<file path="src/rtl/seg7_scan_driver.sv">
// seg7_scan_driver
//   Display stage of the stopwatch. Time-multiplexes four BCD/hex digits onto a
//   shared 4-anode / 8-segment display. Each digit slot is REFRESH_DIV cycles:
//   the first GUARD cycles keep every anode off (anti-ghosting), the rest drive
//   the digit captured at the slot start. All drive is registered, active-low.
//
//   Parameters
//     REFRESH_DIV  cycles per digit slot (>= GUARD+2)
//     GUARD        blanked cycles at the start of each slot (>= 1)
//
//   Ports
//     mclk    in   system clock, rising edge
//     clear   in   asynchronous active-low reset
//     digits  in   {d3,d2,d1,d0} nibbles, d3 leftmost
//     dp      in   decimal point request, dp[i] for digit i
//     blank   in   synchronous display blank, active-high
//     an      out  anode enables, active-low, an[i] = digit i
//     seg     out  segments, active-low: seg[6:0] = g..a, seg[7] = dp
//
//   Build option
//     LEADING_ZERO_BLANK_EN  suppress digits 3..1 when they and every higher
//                            nibble are zero (judged on the slot snapshot)
module seg7_scan_driver #(
   parameter int unsigned REFRESH_DIV = 50000,
   parameter int unsigned GUARD       = 16
) (
   input  logic        mclk,
   input  logic        clear,
   input  logic [15:0] digits,
   input  logic [3:0]  dp,
   input  logic        blank,
   output logic [3:0]  an,
   output logic [7:0]  seg
);

   localparam int unsigned   CW        = (REFRESH_DIV > 1) ? $clog2(REFRESH_DIV) : 1;
   localparam logic [CW-1:0] CNT_LAST  = CW'(REFRESH_DIV - 1);
   localparam logic [CW-1:0] CNT_GUARD = CW'(GUARD);

   logic [CW-1:0] cnt;
   logic [1:0]    idx;
   logic [3:0]    snap_val;
   logic          snap_dp;
   logic          snap_sup;
   logic [3:0]    an_nx;
   logic [7:0]    seg_nx;

   // Active-low g..a pattern for one hex nibble.
   function automatic logic [6:0] decode(input logic [3:0] v);
      logic [6:0] s;
      s = 7'h7F;
      case (v)
         4'h0: s = 7'h40;
         4'h1: s = 7'h79;
         4'h2: s = 7'h24;
         4'h3: s = 7'h30;
         4'h4: s = 7'h19;
         4'h5: s = 7'h12;
         4'h6: s = 7'h02;
         4'h7: s = 7'h78;
         4'h8: s = 7'h00;
         4'h9: s = 7'h10;
         4'hA: s = 7'h08;
         4'hB: s = 7'h03;
         4'hC: s = 7'h46;
         4'hD: s = 7'h21;
         4'hE: s = 7'h06;
         4'hF: s = 7'h0E;
         default: s = 7'h7F;
      endcase
      return s;
   endfunction

   // Slot counter and digit index; idx advances d0 -> d1 -> d2 -> d3 -> d0.
   always_ff @(posedge mclk or negedge clear) begin
      if (!clear) begin
         cnt <= '0;
         idx <= '0;
      end else if (cnt == CNT_LAST) begin
         cnt <= '0;
         idx <= idx + 2'd1;
      end else begin
         cnt <= cnt + CW'(1);
      end
   end

   // Digit and dp are captured once per slot so mid-slot input changes cannot
   // disturb the digit being shown. GUARD >= 1 guarantees the capture lands
   // before the first lit cycle of the slot.
   always_ff @(posedge mclk or negedge clear) begin
      if (!clear) begin
         snap_val <= '0;
         snap_dp  <= 1'b0;
      end else if (cnt == '0) begin
         snap_val <= digits[{idx, 2'b00} +: 4];
         snap_dp  <= dp[idx];
      end
   end

`ifdef LEADING_ZERO_BLANK_EN
   logic sup_now;

   always_comb begin
      sup_now = 1'b0;
      case (idx)
         2'd3:    sup_now = (digits[15:12] == 4'h0);
         2'd2:    sup_now = (digits[15:8]  == 8'h00);
         2'd1:    sup_now = (digits[15:4]  == 12'h000);
         default: sup_now = 1'b0;
      endcase
   end

   always_ff @(posedge mclk or negedge clear) begin
      if (!clear) begin
         snap_sup <= 1'b0;
      end else if (cnt == '0) begin
         snap_sup <= sup_now;
      end
   end
`else
   assign snap_sup = 1'b0;
`endif

   // Blank, guard and suppression all force the dark pattern; only one anode
   // can ever be selected because it is derived from the single idx value.
   always_comb begin
      an_nx  = '1;
      seg_nx = '1;
      if (!blank && (cnt >= CNT_GUARD) && !snap_sup) begin
         an_nx  = ~(4'b0001 << idx);
         seg_nx = {~snap_dp, decode(snap_val)};
      end
   end

   always_ff @(posedge mclk or negedge clear) begin
      if (!clear) begin
         an  <= '1;
         seg <= '1;
      end else begin
         an  <= an_nx;
         seg <= seg_nx;
      end
   end

endmodule

</file>
<file path="config.mk">
export PLATFORM = sky130hd
export DESIGN_NAME = seg7_scan_driver
export DESIGN_NICKNAME = d
export VERILOG_FILES = /design/src/rtl/seg7_scan_driver.sv
export SDC_FILE = /design/constraint.sdc
export NUM_CORES = 1
export LEC_CHECK = 0
export BUFFER_PORTS_ARGS = -buffer_cell sky130_fd_sc_hd__buf_2
export CAP_MARGIN = 20
export CORE_MARGIN = 2
export CORE_UTILIZATION = 50
export CTS_CLUSTER_DIAMETER = 120
export DETAILED_ROUTE_END_ITERATION = 8
export PLACE_DENSITY = 0.74
export SYNTH_ARGS = -nofsm -noshare
export SYNTH_HDL_FRONTEND = slang
export SYNTH_SLANG_ARGS = --single-unit
</file>
<file path="constraint.sdc">
create_clock -name mclk -period 1.9 [get_ports mclk]
set_input_delay 0.285 -clock mclk [delete_from_list [all_inputs] [get_ports mclk]]
set_output_delay 0.285 -clock mclk [all_outputs]
set_load 0.02 [all_outputs]
</file>
==> flow_summary.ini <==
[run_status]
outcome = finished with violations
failed_checks = negative hold slack

[placement]
gp_congestion = 0.9002
dp_cells = 234
dp_hpwl_um = 2437
numPortBuffers = 34

[clock_network]
hold_buffers = 0
clkTransAtPathRegs_ns = 0.11
h-tree-depth = 2
cts_buffers = 5
ctsLongestPathBuffers = 2
clk_latency_ns = 0.33
cts_tree = built
cts.sinks = 35
root_buffer = clkbuf_4

[worst_setup_path]
path_max_fanout = 7
worstSetupEndpointType = flip-flop
rr_worst_depth = 5
cp.required_ns = 2.12
arrival_ns = 2.03
startpoint_type = flip-flop
path_class = reg2reg

[die]
rows = 21
num_io_pins = 35
core_um2 = 3416
dieArea_um2 = 4118
chipWidth_um = 64.18
die_h_um = 64.18
initial_core_util_pct = 53.00

[logic_synthesis]
ys_ff_latch = 35
synth.most_common_cell = dfrtp_1
syn_area_per_cell_um2 = 11.39
syn_nets = 194
syn_area_um2 = 1810
ys.flop_type = dfrtp_1
ys_types = 30
async_reset_ff_share_pct = 100.0
yosysSeqAreaShare_pct = 49.21
synth_common_cells = dfrtp_1, nor2_1, nand2_1
synth_top_area_share_pct = 31.79
netlist_instances = 159
ys_top_cells_by_area = dfrtp_1, dfstp_2, ha_1
synth_edf_count = 0
ys_warn_count = 0
synth_top_area_cell = dfrtp_1

[final_layout]
nets = 234
drive_gt1_share_pct = 36.00
fin_cells = 246
synthToLayoutAreaGrowth_pct = 15.96
fin_util_pct = 61.47
num_antenna_cells = 0

[routing]
ant_nets = 0
finalWirelength_um = 3336
post_drt_wl_per_cell_um = 13.56
num_vias = 1300
detail_route.drc_violations = 0
via_per_inst = 5.285
drtPass1Iterations = 4
drt-initial-drc-count = 29

[sta]
hold_violations = 7
setup_viol = 0
fin_skew_ns = 0.01151
min_period_ns = 1.813
drv_slew = 0
slew_headroom_pct = 52.41
whs_ns = -0.006056
worstMarginPinSlew_ns = 0.7139
max_freq_mhz = 551.4
post-route-period-util_pct = 95.44

[global_routing]
grt_max_degree = 36
grt_pass1_vias = 1317
grt_overflow = 0
antenna_found_initial = 0
grt_pass1_wl_um = 5754
grt_usage_pct = 17.99

[worst_hold_path]
min_path_type = in2async

[power]
ir_worst_vdd_mv = 0.4313
cellPowerDensity_nw_per_um2 = 611.3
total_power_uw = 1284
leakage_uw = 0.0009497

[job]
max_cap_viol_count = 0
worst max-delay path: stages, from the launching register on:
cell and delay (ns):
dfrtp_1 0.44, nor4_2 0.35, nand2_1 0.12, nor4_2 0.27, buf_4 0.19, mux2_2 0.34
routing by layer:
metal | up-vias | global-route usage (%) | part of all wire, %
li1 | 633 | - | -
met1 | 622 | 24.71 | 47
met2 | 45 | 27.86 | 46
met3 | 0 | 5.282 | 6.9
met4 | 0 | 5.053 | 0
met5 | - | 0 | 0
power breakdown:
group / internal (µW) / switching, µW / total (µW)
Clock: 144 / 232 / 377
Combinational: 51.4 / 68.3 / 120
Sequential: 774 / 12.9 / 787
layout make-up:
cell class                      count  area, µm²
Inverter                           10      37.54
Tap cell                           46      57.56
Clock inverter                      1      5.005
Clock buffer                        7      45.04
Fill cell                         282       1316
Sequential cell                    35      890.9
Multi-Input combinational cell    108      855.8
Timing Repair Buffer               39      207.7
cell usage in the layout, fill, tap and decap left out, types with 3 or more instances in the layout:
| cell type | count |
|---|---|
| xnor2_1 | 9 |
| mux4_2 | 5 |
| nor2_1 | 16 |
| o311ai_0 | 5 |
| nand3_1 | 6 |
| dfrtp_1 | 23 |
| nand2_1 | 14 |
| xor2_1 | 6 |
| buf_2 | 34 |
| mux2_2 | 6 |
| ha_1 | 12 |
| dfstp_2 | 12 |
| nor4_1 | 4 |
| buf_4 | 5 |
| o211ai_1 | 3 |
| inv_1 | 10 |
| clkbuf_4 | 5 |
| nand4_1 | 4 |
state kept, by name, indices dropped and copies added, names as in the netlist:
register,cells
idx,2
seg,8
cnt,16
an,4
snap_dp,1
snap_val,4
final timing paths:
check                                     from                 end  slack, ns
max                          cnt[11]$_DFF_PN0_  idx[1]$_DFFE_PN0N_       0.09
min                                      clear    cnt[8]$_DFF_PN0_     -0.006
max reg2reg                  cnt[11]$_DFF_PN0_  idx[1]$_DFFE_PN0N_       0.09
min reg2reg                snap_dp$_DFFE_PN0N_    seg[7]$_DFF_PN1_       0.40
max in group asynchronous                clear    cnt[2]$_DFF_PN0_       1.44
min in group mclk                        blank    seg[7]$_DFF_PN1_       0.27
kinds of logic (layout without fill, tap and decap cells):
| group | Yosys count | in the layout | share of synthesized area (%) |
|---|---|---|---|
| xor gates and xnor gates | 15 | 15 | 7.257 |
| muxes | 11 | 11 | 9.951 |
| AOI/OAI and AO/OA | 13 | 13 | 5.528 |
| and+or+nand+nor | 57 | 57 | 16.10 |
| DFF | 35 | 35 | 49.21 |
| adders and majority gates | 12 | 12 | 8.293 |
| buffers and inverters | 16 | 57 | 3.663 |
timing repair:
action | in CTS | in global routing
hold endpoints to repair | 0 | 0
setup buffers | 0 | 4
endpoints found under the setup margin | 0 | 4
gates resized for setup | 0 | 1
through the flow:
stage | hold WS, ns | setup TNS, ns | cell area, µm² | setup slack [ns]
after global placement | 0.3768 | 0 | 2017 | 0.1778
after detailed placement | 0.3838 | 0 | 2017 | 0.1138
after floorplan | -0.01059 | 0 | 1810 | 0.3220
after global routing | 0.05281 | -0.02876 | 2100 | -0.02876
final | -0.006056 | 0 | 2100 | 0.08657
after CTS | 0.01498 | 0 | 2067 | 0.09927
No activity file was read; power rests on OpenSTA's default activity.
